===== config.mk =====
export PLATFORM = sky130hd
export DESIGN_NAME = add_pipe_flat
export DESIGN_NICKNAME = d
export VERILOG_FILES = /design/src/rtl/add_pipe_pkg.sv /design/src/rtl/dti_s_if.sv /design/src/rtl/dti_pipe_stage.sv /design/src/rtl/add_pipe.sv /design/src/flat_wrapper.sv
export SDC_FILE = /design/constraint.sdc
export NUM_CORES = 1
export LEC_CHECK = 0
export CAP_MARGIN = 0
export CORE_ASPECT_RATIO = 0.9
export CORE_UTILIZATION = 41
export DETAILED_ROUTE_END_ITERATION = 12
export PLACE_DENSITY_LB_ADDON = 0.1
export SLEW_MARGIN = 20
export SYNTH_ARGS = -nofsm -noshare
export SYNTH_HDL_FRONTEND = slang
export SYNTH_SLANG_ARGS = --single-unit

===== constraint.sdc =====
create_clock -name clk -period 2.03 [get_ports clk]
set_clock_uncertainty 0.05 [all_clocks]
set_input_delay 0.609 -clock clk [delete_from_list [all_inputs] [get_ports clk]]
set_output_delay 0.609 -clock clk [all_outputs]
set_load 0.005 [all_outputs]

===== src/rtl/add_pipe_pkg.sv =====
// Shared width and saturation helpers for the DTI arithmetic pipelines
// (add_pipe today, mul/sub blocks later).
package add_pipe_pkg;

  localparam int SAT_W = 64;

  function automatic bit out_signed(input bit s0, input bit s1, input bit sub);
    return s0 | s1 | sub;
  endfunction

  // An unsigned operand needs one more bit to stay non-negative in a signed result.
  function automatic int ext_width(input int w, input bit sgn, input bit os);
    return (os && !sgn) ? w + 1 : w;
  endfunction

  function automatic int tfull(input int w0, input int w1,
                               input bit s0, input bit s1, input bit sub);
    int e0;
    int e1;
    bit os;
    os = out_signed(s0, s1, sub);
    e0 = ext_width(w0, s0, os);
    e1 = ext_width(w1, s1, os);
    return ((e0 > e1) ? e0 : e1) + 1;
  endfunction

  function automatic logic signed [SAT_W-1:0] sat_hi(input int w, input bit sgn);
    logic signed [SAT_W-1:0] one;
    one = SAT_W'(1);
    return sgn ? (one <<< (w - 1)) - one : (one <<< w) - one;
  endfunction

  function automatic logic signed [SAT_W-1:0] sat_lo(input int w, input bit sgn);
    logic signed [SAT_W-1:0] one;
    one = SAT_W'(1);
    return sgn ? -(one <<< (w - 1)) : '0;
  endfunction

endpackage


===== src/rtl/dti_s_if.sv =====
// Streaming valid/ready bundle with a single data field.
interface dti_s_if #(
  parameter int W = 8
) ();
  logic [W-1:0] data;
  logic         valid;
  logic         ready;

  modport producer (output data, output valid, input ready);
  modport consumer (input data, input valid, output ready);
endinterface


===== src/rtl/dti_pipe_stage.sv =====
// One valid/data register of a bubble-collapsing DTI pipeline.
module dti_pipe_stage #(
  parameter int W = 8
) (
  input  logic         clk,
  input  logic         rst,
  input  logic         up_vld,
  input  logic [W-1:0] up_dat,
  input  logic         dn_stall,
  output logic         vld,
  output logic [W-1:0] dat,
  output logic         stall
);

  // An empty stage never stalls, so bubbles are squeezed out under backpressure.
  assign stall = vld & dn_stall;

  always_ff @(posedge clk) begin
    if (rst) begin
      vld <= 1'b0;
      dat <= '0;
    end else if (!stall) begin
      vld <= up_vld;
      if (up_vld) dat <= up_dat;
    end
  end

endmodule


===== src/rtl/add_pipe.sv =====
// Pipelined adder/subtractor with optional saturation on DTI valid/ready.
module add_pipe
  import add_pipe_pkg::*;
#(
  parameter int DIN0        = 8,
  parameter int DIN1        = 8,
  parameter bit DIN0_SIGNED = 1'b0,
  parameter bit DIN1_SIGNED = 1'b0,
  parameter bit SUB         = 1'b0,
  parameter int DOUT        = 0,
  parameter bit SAT         = 1'b0,
  parameter int LATENCY     = 1
) (
  input logic       clk,
  input logic       rst,
  dti_s_if.consumer din0,
  dti_s_if.consumer din1,
  dti_s_if.producer dout
);

  localparam bit OS = out_signed(DIN0_SIGNED, DIN1_SIGNED, SUB);
  localparam int TF = tfull(DIN0, DIN1, DIN0_SIGNED, DIN1_SIGNED, SUB);
  localparam int OW = (DOUT == 0) ? TF : DOUT;
  // One guard bit above both widths keeps the arithmetic exact for every mode.
  localparam int CW = ((OW > TF) ? OW : TF) + 1;
  localparam logic signed [CW-1:0] HI = CW'(sat_hi(OW, OS));
  localparam logic signed [CW-1:0] LO = CW'(sat_lo(OW, OS));

  function automatic logic [OW-1:0] narrow(input logic signed [CW-1:0] s);
    if (SAT && (OW < TF)) begin
      if (s > HI) return HI[OW-1:0];
      if (s < LO) return LO[OW-1:0];
    end
    return s[OW-1:0];
  endfunction

  logic signed [CW-1:0] a_x;
  logic signed [CW-1:0] b_x;
  logic signed [CW-1:0] sum;
  logic [OW-1:0]        res;
  logic                 rst_d1;
  logic                 xfer;

  always_comb begin
    a_x = DIN0_SIGNED ? {{(CW-DIN0){din0.data[DIN0-1]}}, din0.data}
                      : {{(CW-DIN0){1'b0}}, din0.data};
    b_x = DIN1_SIGNED ? {{(CW-DIN1){din1.data[DIN1-1]}}, din1.data}
                      : {{(CW-DIN1){1'b0}}, din1.data};
    sum = SUB ? a_x - b_x : a_x + b_x;
  end

  assign res = narrow(sum);

  always_ff @(posedge clk) rst_d1 <= rst;

  // Both operands are taken together or not at all; ready stays low through reset recovery.
  assign xfer       = din0.valid & din1.valid & ~g_stage[0].stall & ~rst & ~rst_d1;
  assign din0.ready = xfer;
  assign din1.ready = xfer;

  for (genvar k = 0; k < LATENCY; k++) begin : g_stage
    logic          up_vld;
    logic [OW-1:0] up_dat;
    logic          dn_stall;
    logic          vld;
    logic [OW-1:0] dat;
    logic          stall;

    if (k == 0) begin : g_head
      assign up_vld = xfer;
      assign up_dat = res;
    end else begin : g_body
      assign up_vld = g_stage[k-1].vld;
      assign up_dat = g_stage[k-1].dat;
    end

    if (k == LATENCY - 1) begin : g_tail
      assign dn_stall = ~dout.ready;
    end else begin : g_mid
      assign dn_stall = g_stage[k+1].stall;
    end

    dti_pipe_stage #(.W(OW)) u_stage (
      .clk      (clk),
      .rst      (rst),
      .up_vld   (up_vld),
      .up_dat   (up_dat),
      .dn_stall (dn_stall),
      .vld      (vld),
      .dat      (dat),
      .stall    (stall)
    );
  end

  assign dout.valid = g_stage[LATENCY-1].vld;
  assign dout.data  = g_stage[LATENCY-1].dat;

endmodule

===== src/flat_wrapper.sv =====
// flat-port wrapper written by rule: the top's interface ports become plain ports
module add_pipe_flat import add_pipe_pkg::*;
#(
  parameter int DIN0        = 8,
  parameter int DIN1        = 8,
  parameter bit DIN0_SIGNED = 1'b0,
  parameter bit DIN1_SIGNED = 1'b0,
  parameter bit SUB         = 1'b0,
  parameter int DOUT        = 0,
  parameter bit SAT         = 1'b0,
  parameter int LATENCY     = 1
)
  (clk, rst, din0_data, din0_valid, din0_ready, din1_data, din1_valid, din1_ready, dout_data, dout_valid, dout_ready);
  dti_s_if din0_i ();
  dti_s_if din1_i ();
  dti_s_if dout_i ();
  input logic clk;
  input logic rst;
  input wire logic [$bits(din0_i.data)-1:0] din0_data;
  input wire logic [$bits(din0_i.valid)-1:0] din0_valid;
  output wire logic [$bits(din0_i.ready)-1:0] din0_ready;
  input wire logic [$bits(din1_i.data)-1:0] din1_data;
  input wire logic [$bits(din1_i.valid)-1:0] din1_valid;
  output wire logic [$bits(din1_i.ready)-1:0] din1_ready;
  output wire logic [$bits(dout_i.data)-1:0] dout_data;
  output wire logic [$bits(dout_i.valid)-1:0] dout_valid;
  input wire logic [$bits(dout_i.ready)-1:0] dout_ready;
  assign din0_i.data = din0_data;
  assign din0_i.valid = din0_valid;
  assign din0_ready = din0_i.ready;
  assign din1_i.data = din1_data;
  assign din1_i.valid = din1_valid;
  assign din1_ready = din1_i.ready;
  assign dout_data = dout_i.data;
  assign dout_valid = dout_i.valid;
  assign dout_i.ready = dout_ready;
  add_pipe #(.DIN0(DIN0), .DIN1(DIN1), .DIN0_SIGNED(DIN0_SIGNED), .DIN1_SIGNED(DIN1_SIGNED), .SUB(SUB), .DOUT(DOUT), .SAT(SAT), .LATENCY(LATENCY)) u_core (.clk(clk), .rst(rst), .din0(din0_i), .din1(din1_i), .dout(dout_i));
endmodule

* After elaboration in Yosys (flattened, before gate mapping) *
Cells that the tools add are included.

word-level totals
  register bits = 10
  input port bits = 21
  word-level logic and storage cells = 14

cells by class
  add/sub/neg operators = 1
  bitwise logic cells = 9
  reduce and logical (&&, ||, !) cells = 1

operator list
  operator             number
  8-bit adder          1
  1-bit bitwise AND    5
  1-bit NOT            4
  2-bit AND reduction  1

* Longest topological paths before layout *
  depth after elaboration = 7
  depth in mapped cells = 7
  gate-level depth less buffers = 7

* By module *
A second synthesis with hierarchy kept.

second synthesis, totals
  cell total of the unflattened synthesis = 91
  area total of the unflattened synthesis = 828.3 um^2

modules (own cells, without submodules)
  module          times used  cells each  area each (um^2)  seq. area each (um^2)
  dti_pipe_stage  1           44          462.9             200.2
  add_pipe        1           47          365.4             20.0

* Least setup slack after synthesis *
No wires, ideal clock.

  path type = input port to output port
  start point = in rst
  end point = out din1_ready
  arrival = 1,351 ps
  required time = 1,371 ps
  path slack = 20 ps
  cell stages on the path = 6
  path buffers = 3
  path through = buf_6 nand4bb_4 nand2b_4 buf_6 clkinv_8 buf_4

between the ends
  word-level cells in the longest chain between the ends = 3

RTL lines
  what                             RTL line            source
  start: declaration               flat_wrapper.sv:18  input logic rst;
  1-bit NOT                        add_pipe.sv:57      assign xfer = din0.valid & din1.valid & ~g_stage[0].stall & ~rst & ~rst_d1;
  1-bit bitwise AND (2 in series)  add_pipe.sv:57
  end: declaration                 flat_wrapper.sv:24  output wire logic [$bits(din1_i.ready)-1:0] din1_ready;

No other way between the ends.

* Worst setup path in the final report *
  start point = in din1_data[0]
  end point = reg u_core.g_stage[0].u_stage.dat[4]

between the ends
  word-level cells in the longest chain between the ends = 1

RTL lines
  what                    RTL line              source
  start: declaration      flat_wrapper.sv:22    input wire logic [$bits(din1_i.data)-1:0] din1_data;
  8-bit adder             add_pipe.sv:49        sum = SUB ? a_x - b_x : a_x + b_x;
  end signal: assignment  dti_pipe_stage.sv:24  if (up_vld) dat <= up_dat;
  end: declaration        dti_pipe_stage.sv:11  output logic [W-1:0] dat,

No other way between the ends.
A chain may end at the register's enable or synchronous reset.

==> results.toml <==
[synthesis]
yosys.cell_types.count = 35
postSynthNetCount = 108
syn-cell-area_um2 = 728.2
postSynthAreaPerCell_um2 = 9.218
yosys_warnings = 0
ys_ff_latch = 10
async_reset_ff_frac = 0
synthTopCellsByArea = "dfxtp_1, ha_1, a21oi_1"
synthFlopType = "dfxtp_1"
postSynthCellCount = 79
yosysMostFrequentCell = "dfxtp_1"
synthTopCellsByCount = "dfxtp_1, a21oi_1, ha_1, nand2_1"
synth.largest_area_cell = "dfxtp_1"
synth_edf_count = 0
synth.top_cell.area_share = 0.2749
yosysSeqAreaShare = 0.2749

[pwr]
swShare = 0.2572
p_leak_nw = 0.5348
peakVddDrop_uv = 337.0
total_power_mw = 0.5779
power-per-cell-area_mw_per_mm2 = 456.4
p_int_mw = 0.4293
power.share.clock = 0.305
seq_power_share = 0.359
power_frac_comb = 0.337
p_sw_mw = 0.1486

[worst_setup_path]
crit_required_ns = 2.15
cpPeakStageDelay_ns = 0.25
timing.critical_path.mode_cell = "o21a_1"
path_max_fanout = 2
start_kind = "primary input"
crit_family = "compound AO/OA/AOI/OAI gates"
worstPathCellList = "dlygate4sd2_1, ha_2, inv_2, fa_2, nor2b_1, o21a_1, buf_4, o21a_1, o31ai_2"
path_class = "in -> reg"
crit_buf_inv = 3
end_kind = "flop"
crit_arrival_ns = 2.09
cp_slowest_cell = "o31ai_2"

[global_routing]
grt_pass1_wl_um = 3015
overflow = 0
antenna_found_initial = 0
grt_start_max_net_pins = 10
grt_pass1_vias = 761
grt_usage = 0.2134

[route]
viasPerCell = 5.097
ant_nets = 0
drcViolationCount = 0
dr.first_iter.drc_count = 6
first_pass_iters = 4
avgRoutedWirePerCell_um = 11.88
vias = 790
drt-total-wl_um = 1841

[placed_design]
placed_cells = 146
portBuffers = 31
place.detailed.hpwl_um = 1384
gp_congestion = 0.7437

[timing]
period_share = 0.9707
slew_viol_final = 0
slew_headroom = 0.8104
finalHoldViolCount = 0
finalSetupViolCount = 0
setup-tns-final_ns = 0
rsz0062_at_grt = "false"
fmax_mhz = 507.5
post-route-min-period_ns = 1.970
tightest_slew_ns = 0.2818

[clocking]
htree_levels = 1
clk_pin_slew_worst_paths_ns = 0.07
cts_inserted_buffers = 3
cts.sinks = 10
clock_path_buffers = 2
insertion_delay_ns = 0.26
cts_tree = "done"
cts-root-buf = "clkbuf_4"

[cells_and_area]
antenna_cells = 0
drive_gt1_frac = 0.3282
area_delta_synth_final_pct = 73.88
finalNonFillerCells = 155
fin_nets = 161

[flow_run]
cap_viol_max_count = 0

[floorplanning]
dieArea_mm2 = 0.001949
core-area_mm2 = 0.001664
io_pins = 32
die_y_um = 41.98
fp.dieW_um = 46.43
initial_utilization = 0.4376
num_rows = 14

[outcome]
status = "completed"

[worst_hold_path]
hold_path.class = "reg -> reg"
[tightest hold or removal path: cells and delay by family (launching register included)]
family          cells  cell delay, ns
compound gates      1            0.05
simple gates        1            0.05
flops               1            0.31
[registers in the layout, indices dropped and copies added (netlist names)]
| signal | count |
|---|---|
| u_core.rst_d1 | 1 |
| u_core.g_stage.u_stage.dat | 8 |
| u_core.g_stage.u_stage.vld | 1 |
[final cells by class]
class                           count  area [um^2]
Multi-Input combinational cell     61        516.7
Timing Repair Buffer               51        451.7
Fill cell                         123        397.9
Sequential cell                    10        200.2
Clock buffer                        4        36.28
Inverter                            5        31.28
Tap cell                           24        30.03
[kinds of logic (layout without fill, tap and decap cells)]
| group | count (synthesis) | count (layout) | synth area share |
|---|---|---|---|
| AOI/OAI and AO/OA | 26 | 26 | 0.2423 |
| xor gates and xnor gates | 2 | 2 | 0.02406 |
| buffers and inverters | 8 | 60 | 0.08419 |
| DFF | 10 | 10 | 0.2749 |
| adders and majority gates | 8 | 8 | 0.1478 |
| and+or+nand+nor | 25 | 25 | 0.2268 |
[power by group through the flow]
stage	logic, mW	clock network, mW	registers [mW]
final	0.195	0.176	0.207
after global routing	0.214	0.186	0.208
after CTS	0.187	0.179	0.207
after detailed placement	0.180	0	0.211
after global placement	0.176	0	0.211
after floorplan	0.0855	0	0.212
[per-layer routing]
metal,GRT usage,vias up,wire length [um]
li1,-,394,-
met1,0.2405,368,755
met2,0.3778,26,983
met3,0.03017,2,89
met4,0.09412,0,13
met5,0,-,0
[per-stage QoR]
| step | utilization | hold WS [ns] | setup WS [ns] | cell area (um^2) |
|---|---|---|---|---|
| finish | 0.7609 | 0.4071 | 0.05954 | 1266 |
| floorplan | - | 0.3956 | 0.02023 | 728.2 |
| global placement | 0.6917 | 0.3929 | -0.5672 | 1151 |
| detailed placement | 0.6917 | 0.3986 | -0.5931 | 1151 |
| CTS | 0.7489 | 0.4060 | 0.03733 | 1246 |
| global route | 0.7609 | 0.4365 | 0.001024 | 1266 |
[cells in the final DEF, fill, tap and decap left out, drive strengths merged, types with 2 or more instances in the layout]
cell,synthesis,layout
dfxtp,10,10
ha,7,7
o31ai,2,2
a21oi,8,8
buf,3,22
clkdlybuf4s50,0,19
clkbuf,0,4
o21ai,4,4
o21a,4,4
xnor2,2,2
o211ai,2,2
a31oi,2,2
nand2,7,7
nand3,3,3
a211oi,2,2
nand2b,3,3
nor4,2,2
inv,4,4
dlygate4sd2,0,9
nor2b,2,2
[path summary, 6_finish.rpt]
path / slack, ns / from / end / cells after the start
worst max-delay path: 0.06 / din1_data[0] / u_core.g_stage[0].u_stage.dat[4] / 9
worst min-delay path: 0.41 / u_core.g_stage[0].u_stage.dat[2] / u_core.g_stage[0].u_stage.dat[2] / 2
worst max register to register: 0.64 / u_core.rst_d1 / u_core.g_stage[0].u_stage.dat[3] / 7
worst min register to register: 0.41 / u_core.g_stage[0].u_stage.dat[2] / u_core.g_stage[0].u_stage.dat[2] / 2
[repair_timing]
item | 4_1_cts | 5_1_grt
resized for setup | 28 | 4
setup endpoints to repair | 6 | 5
gates cloned | 0 | 0
buffers inserted | 6 | 0
pin swaps | 7 | 7
hold buffers | 0 | 0
(Power assumes the default switching activity.)
